**config.mk**
```make
export PLATFORM = sky130hd
export DESIGN_NAME = byte_accumulator
export DESIGN_NICKNAME = d
export VERILOG_FILES = /design/src/rtl/byte_accumulator.sv
export SDC_FILE = /design/constraint.sdc
export NUM_CORES = 1
export LEC_CHECK = 0
export ABC_AREA = 0
export BUFFER_PORTS_ARGS = -buffer_cell sky130_fd_sc_hd__buf_2
export CAP_MARGIN = 10
export CORE_MARGIN = 2
export CORE_UTILIZATION = 55
export DETAILED_ROUTE_END_ITERATION = 16
export HOLD_SLACK_MARGIN = 0.03
export PLACE_DENSITY_LB_ADDON = 0.12
export SYNTH_ARGS = -nofsm -noshare
export SYNTH_HDL_FRONTEND = slang
export SYNTH_SLANG_ARGS = --single-unit
```
**constraint.sdc**
```tcl
create_clock -name clk -period 2.5 [get_ports clk]
set_input_delay 0.5 -clock clk [delete_from_list [all_inputs] [get_ports clk]]
set_output_delay 0.5 -clock clk [all_outputs]
set_load 0.01 [all_outputs]
```
**src/rtl/byte_accumulator.sv**
```systemverilog
// byte_accumulator: sums COUNT unsigned bytes into a 16-bit total using one
// 8-bit add per cycle. Each operand takes a low-byte add, then a high-byte add
// with the carry held in a register. A sticky flag records any wrap past 16 bits.
module byte_accumulator #(
  parameter int COUNT = 4
) (
  input  logic        clk,
  input  logic        reset_n,
  input  logic [7:0]  in_data,
  input  logic        in_valid,
  output logic        in_ready,
  input  logic        clear,
  output logic [15:0] sum,
  output logic        overflow,
  output logic        sum_valid,
  input  logic        sum_ready
);

  typedef enum logic [1:0] {
    IDLE = 2'd0,
    LO   = 2'd1,
    HI   = 2'd2,
    DONE = 2'd3
  } state_t;

  // cnt holds the number of finished operands, so the last HI cycle sees COUNT-1
  localparam logic [9:0] LastCnt = 10'(COUNT - 1);

  state_t      state_q, state_d;
  logic [15:0] acc_q, acc_d;
  logic [7:0]  opnd_q, opnd_d;
  logic        carry_q, carry_d;
  logic [9:0]  cnt_q, cnt_d;
  logic        ovf_q, ovf_d;
  logic        c16;

  // State register: reset returns to IDLE, otherwise follow the next-state logic
  always_ff @(posedge clk) begin
    if (!reset_n) begin
      state_q <= IDLE;
    end else begin
      state_q <= state_d;
    end
  end

  // Next-state logic: clear aborts from any state, otherwise walk accept/LO/HI
  always_comb begin
    state_d = state_q;
    if (clear) begin
      state_d = IDLE;
    end else begin
      unique case (state_q)
        IDLE: if (in_valid) state_d = LO;
        LO:   state_d = HI;
        HI:   state_d = (cnt_q == LastCnt) ? DONE : IDLE;
        DONE: if (sum_ready) state_d = IDLE;
        default: state_d = IDLE;
      endcase
    end
  end

  // Outputs decode the state register only, so nothing here depends on an input
  always_comb begin
    in_ready  = (state_q == IDLE);
    sum_valid = (state_q == DONE);
    sum       = acc_q;
    overflow  = ovf_q;
  end

  // Datapath next-state: one 8-bit add per cycle, low byte first, then high byte plus carry
  always_comb begin
    acc_d   = acc_q;
    opnd_d  = opnd_q;
    carry_d = carry_q;
    cnt_d   = cnt_q;
    ovf_d   = ovf_q;
    c16     = 1'b0;
    if (clear) begin
      acc_d   = 16'h0000;
      carry_d = 1'b0;
      cnt_d   = 10'd0;
      ovf_d   = 1'b0;
    end else begin
      unique case (state_q)
        IDLE: begin
          if (in_valid) opnd_d = in_data;
        end
        LO: begin
          {carry_d, acc_d[7:0]} = {1'b0, acc_q[7:0]} + {1'b0, opnd_q};
        end
        HI: begin
          {c16, acc_d[15:8]} = {1'b0, acc_q[15:8]} + {8'h00, carry_q};
          ovf_d = ovf_q | c16;
          cnt_d = cnt_q + 10'd1;
        end
        DONE: begin
          if (sum_ready) begin
            acc_d = 16'h0000;
            ovf_d = 1'b0;
            cnt_d = 10'd0;
          end
        end
        default: ;
      endcase
    end
  end

  // Datapath registers: reset also clears the held operand
  always_ff @(posedge clk) begin
    if (!reset_n) begin
      acc_q   <= 16'h0000;
      opnd_q  <= 8'h00;
      carry_q <= 1'b0;
      cnt_q   <= 10'd0;
      ovf_q   <= 1'b0;
    end else begin
      acc_q   <= acc_d;
      opnd_q  <= opnd_d;
      carry_q <= carry_d;
      cnt_q   <= cnt_d;
      ovf_q   <= ovf_d;
    end
  end

endmodule

```
==> reports/results.txt <==
cts hold-fix bufs: 0
sequential-to-total area share from yosys stat: 38.4%
Final Non-Filler Cells: 317
Post-CTS Resized: 0
antenna violations before repair: 0
Worst-Skew Late Latency: 0.35 ns
Die ar.: 4100 um^2
Vias/cell: 5.55
Hold Crit Class: primary input to flip-flop
Iter 0 DRT Violations: 86
status: completed
number of antenna-violating nets in the routed design: 0
number of global-route vias before repair: 1,500
Setup Viol. Count Final: 0
Post-synth ARST share: 0%
CTS tree: built
Post-synth top flop: dfxtp_1
Syn Inst Count: 241
crit path capture type: flip-flop
die height: 64.0 um
fin nets: 297
total power: 1.01 mW
Post-synth top cells: 38 x dfxtp_1, 33 x nand2_1, 31 x nor2_1
H-tree depth: 2
ranking of synthesized cells by area: dfxtp_1 38%, ha_1 6.9%, nand2_1 6.3%, nor2_1 5.9%, a21oi_1 3.8%
Port Buffers: 31
global-route wire length before repair: 6.93 mm
clk root buf: clkbuf_4
clock skew: 0.00734 ns
Vias: 1,759
Num CTS Buffers: 5
Post-CTS Setup Repair Bufs: 0
GPL Wtd Cong: 0.839
Netlist cell types: 45
Clock Tree Buf Depth: 2
Sink Count: 38
Final Hold Fails: 0
f_max: 0.461 GHz
Yosys top cell area share: 38.4%
Crit-path slowest cell: or4b_1
Filler Cells Inserted: 310
final setup TNS: 0 ns
placed cells: 311
cell with the most instances after synthesis: dfxtp_1
drt wl/cell: 13.1 um
synthesized flop and latch total: 38
crit-path max FO: 3
setup ws final: 0.331 ns
worst path required time: 2.78 ns
number of synthesized flops with an enable pin: 0
TritonRoute pass-1 iters: 4
antenna diode count: 0
gr usage total: 21.7%
synthesized area: 1980 um^2
Slew HR: 64.0%
drt drc: 0
core outline area: 3390 um^2
Max stage delay on crit path: 0.47 ns
largest net degree at the start of global routing: 17
Post-Syn Area per Cell: 8.22 um^2
Max VDD drop: 0.350 mV
worst-margin pin slew: 0.538 ns
Die X: 64.0 um
Initial Util: 58.4%
FP Rows: 21
ratio of cells with drive above 1 in the final layout: 18.1%
worst setup path category: flip-flop to flip-flop
routed wire length: 4.14 mm
unrepaired setup endpoints after global routing: no
GRT overflow: 0
Pwr Density: 458 nW/um^2
clk slew on worst S/H paths: 0.11 ns
pre-CTS WS: 0.397 ns
startpoint class of the critical path: flip-flop
leak pwr: 0.905 nW
Final period util: 86.8%
DP Wirelength: 2.99 mm
syn nets: 266
IO Count: 32
Slew Limit Fails: 0
Max Cap Viol: 0
cell accounting for the most synthesized area: dfxtp_1
area delta synth->final: 11.7%
post-route minimum period: 2.17 ns
crit path cell chain: ha_1, inv_1, fa_1, nand2b_1, a21oi_2, nor2_1, or4b_1, a31oi_1
WP data arrival: 2.45 ns
Yosys warnings: 0
==> logic make-up after synthesis <==
family,count (synthesis),synth area share (%)
multiplexers,3,1.77
AO/OA/AOI/OAI,60,19.1
buffers and inverters,13,3.35
XOR/XNOR,3,1.33
AND/OR/NAND/NOR,112,28.0
flip-flops,38,38.4
adder cells (fa/ha/maj),12,7.96
==> sequential cells by signal (all words and copies together) (netlist names) <==
name	count
overflow	1
sum	16
cnt_q	10
carry_q	1
state_q	2
opnd_q	8
==> through the flow <==
stage	util [%]	hold WS [ns]	area, um^2
2_1_floorplan	-	0.447	1980
3_3_place_gp	63.8	0.463	2160
3_5_place_dp	63.8	0.471	2160
4_1_cts	65.3	0.372	2210
5_1_grt	65.3	0.378	2210
6_report	65.3	0.379	2210
==> layout by cell type (no fill, tap or decap), types with 2 or more instances in the layout <==
| master | synthesis | routed |
|---|---|---|
| a211oi_1 | 4 | 4 |
| a21boi_0 | 8 | 8 |
| a21oi_1 | 15 | 15 |
| a22oi_1 | 2 | 2 |
| a311oi_1 | 3 | 3 |
| a31oi_1 | 5 | 5 |
| and2b_1 | 2 | 2 |
| and3_1 | 5 | 5 |
| buf_2 | 2 | 31 |
| buf_4 | 0 | 3 |
| clkbuf_4 | 0 | 5 |
| dfxtp_1 | 38 | 38 |
| ha_1 | 11 | 11 |
| inv_1 | 3 | 3 |
| mux2i_1 | 2 | 2 |
| nand2_1 | 33 | 33 |
| nand2b_1 | 7 | 7 |
| nand3_1 | 12 | 12 |
| nand3b_1 | 2 | 2 |
| nand4_1 | 2 | 2 |
| nor2_1 | 31 | 31 |
| nor3_1 | 4 | 4 |
| nor4_1 | 2 | 2 |
| o211ai_1 | 3 | 3 |
| o21ai_0 | 14 | 14 |
| o31a_1 | 2 | 2 |
| or2_2 | 2 | 2 |
| xor2_1 | 2 | 2 |
==> cell type report <==
cell class | instances | area [um^2] | area share (%)
Multi-Input combinational cell | 190 | 1150 | 52.1
Sequential cell | 38 | 761 | 34.4
Timing Repair Buffer | 34 | 178 | 8.03
Tap cell | 46 | 57.6 | 2.60
Clock buffer | 6 | 51.3 | 2.32
Inverter | 3 | 11.3 | 0.509
==> power breakdown <==
part / switching [mW] / total [mW] / internal, mW
combinational: 0.0406 / 0.0689 / 0.0283
clock: 0.199 / 0.326 / 0.127
sequential: 0.00648 / 0.620 / 0.613
total: 0.246 / 1.01 / 0.768
==> path summary, 6_finish.rpt <==
kind	start	end	slack, ns	cells after the start
setup / recovery	sum[0]$_SDFFE_PP0P_	sum[6]$_SDFFE_PP0P_	0.33	8
hold / removal	in_data[1]	opnd_q[1]$_SDFFE_PN0P_	0.38	3
setup reg to reg	sum[0]$_SDFFE_PP0P_	sum[6]$_SDFFE_PP0P_	0.33	8
hold reg to reg	opnd_q[6]$_SDFFE_PN0P_	opnd_q[6]$_SDFFE_PN0P_	0.48	2
==> worst max-delay path: cells and delay by family (launching register included) <==
family	cells	cell delay, ns
AND/OR/NAND/NOR	3	0.73
AO/OA/AOI/OAI	2	0.35
buffers and inverters	1	0.06
adder cells (fa/ha/maj)	2	0.60
flip-flops	1	0.36
==> routing by layer <==
metal | vias up | routed length, um | GRT usage, %
li1 | 914 | - | -
met4 | 0 | 58 | 10.6
met2 | 30 | 1770 | 30.3
met3 | 5 | 161 | 4.40
met1 | 810 | 2150 | 31.5
met5 | - | 0 | 0
(Power assumes the default switching activity.)
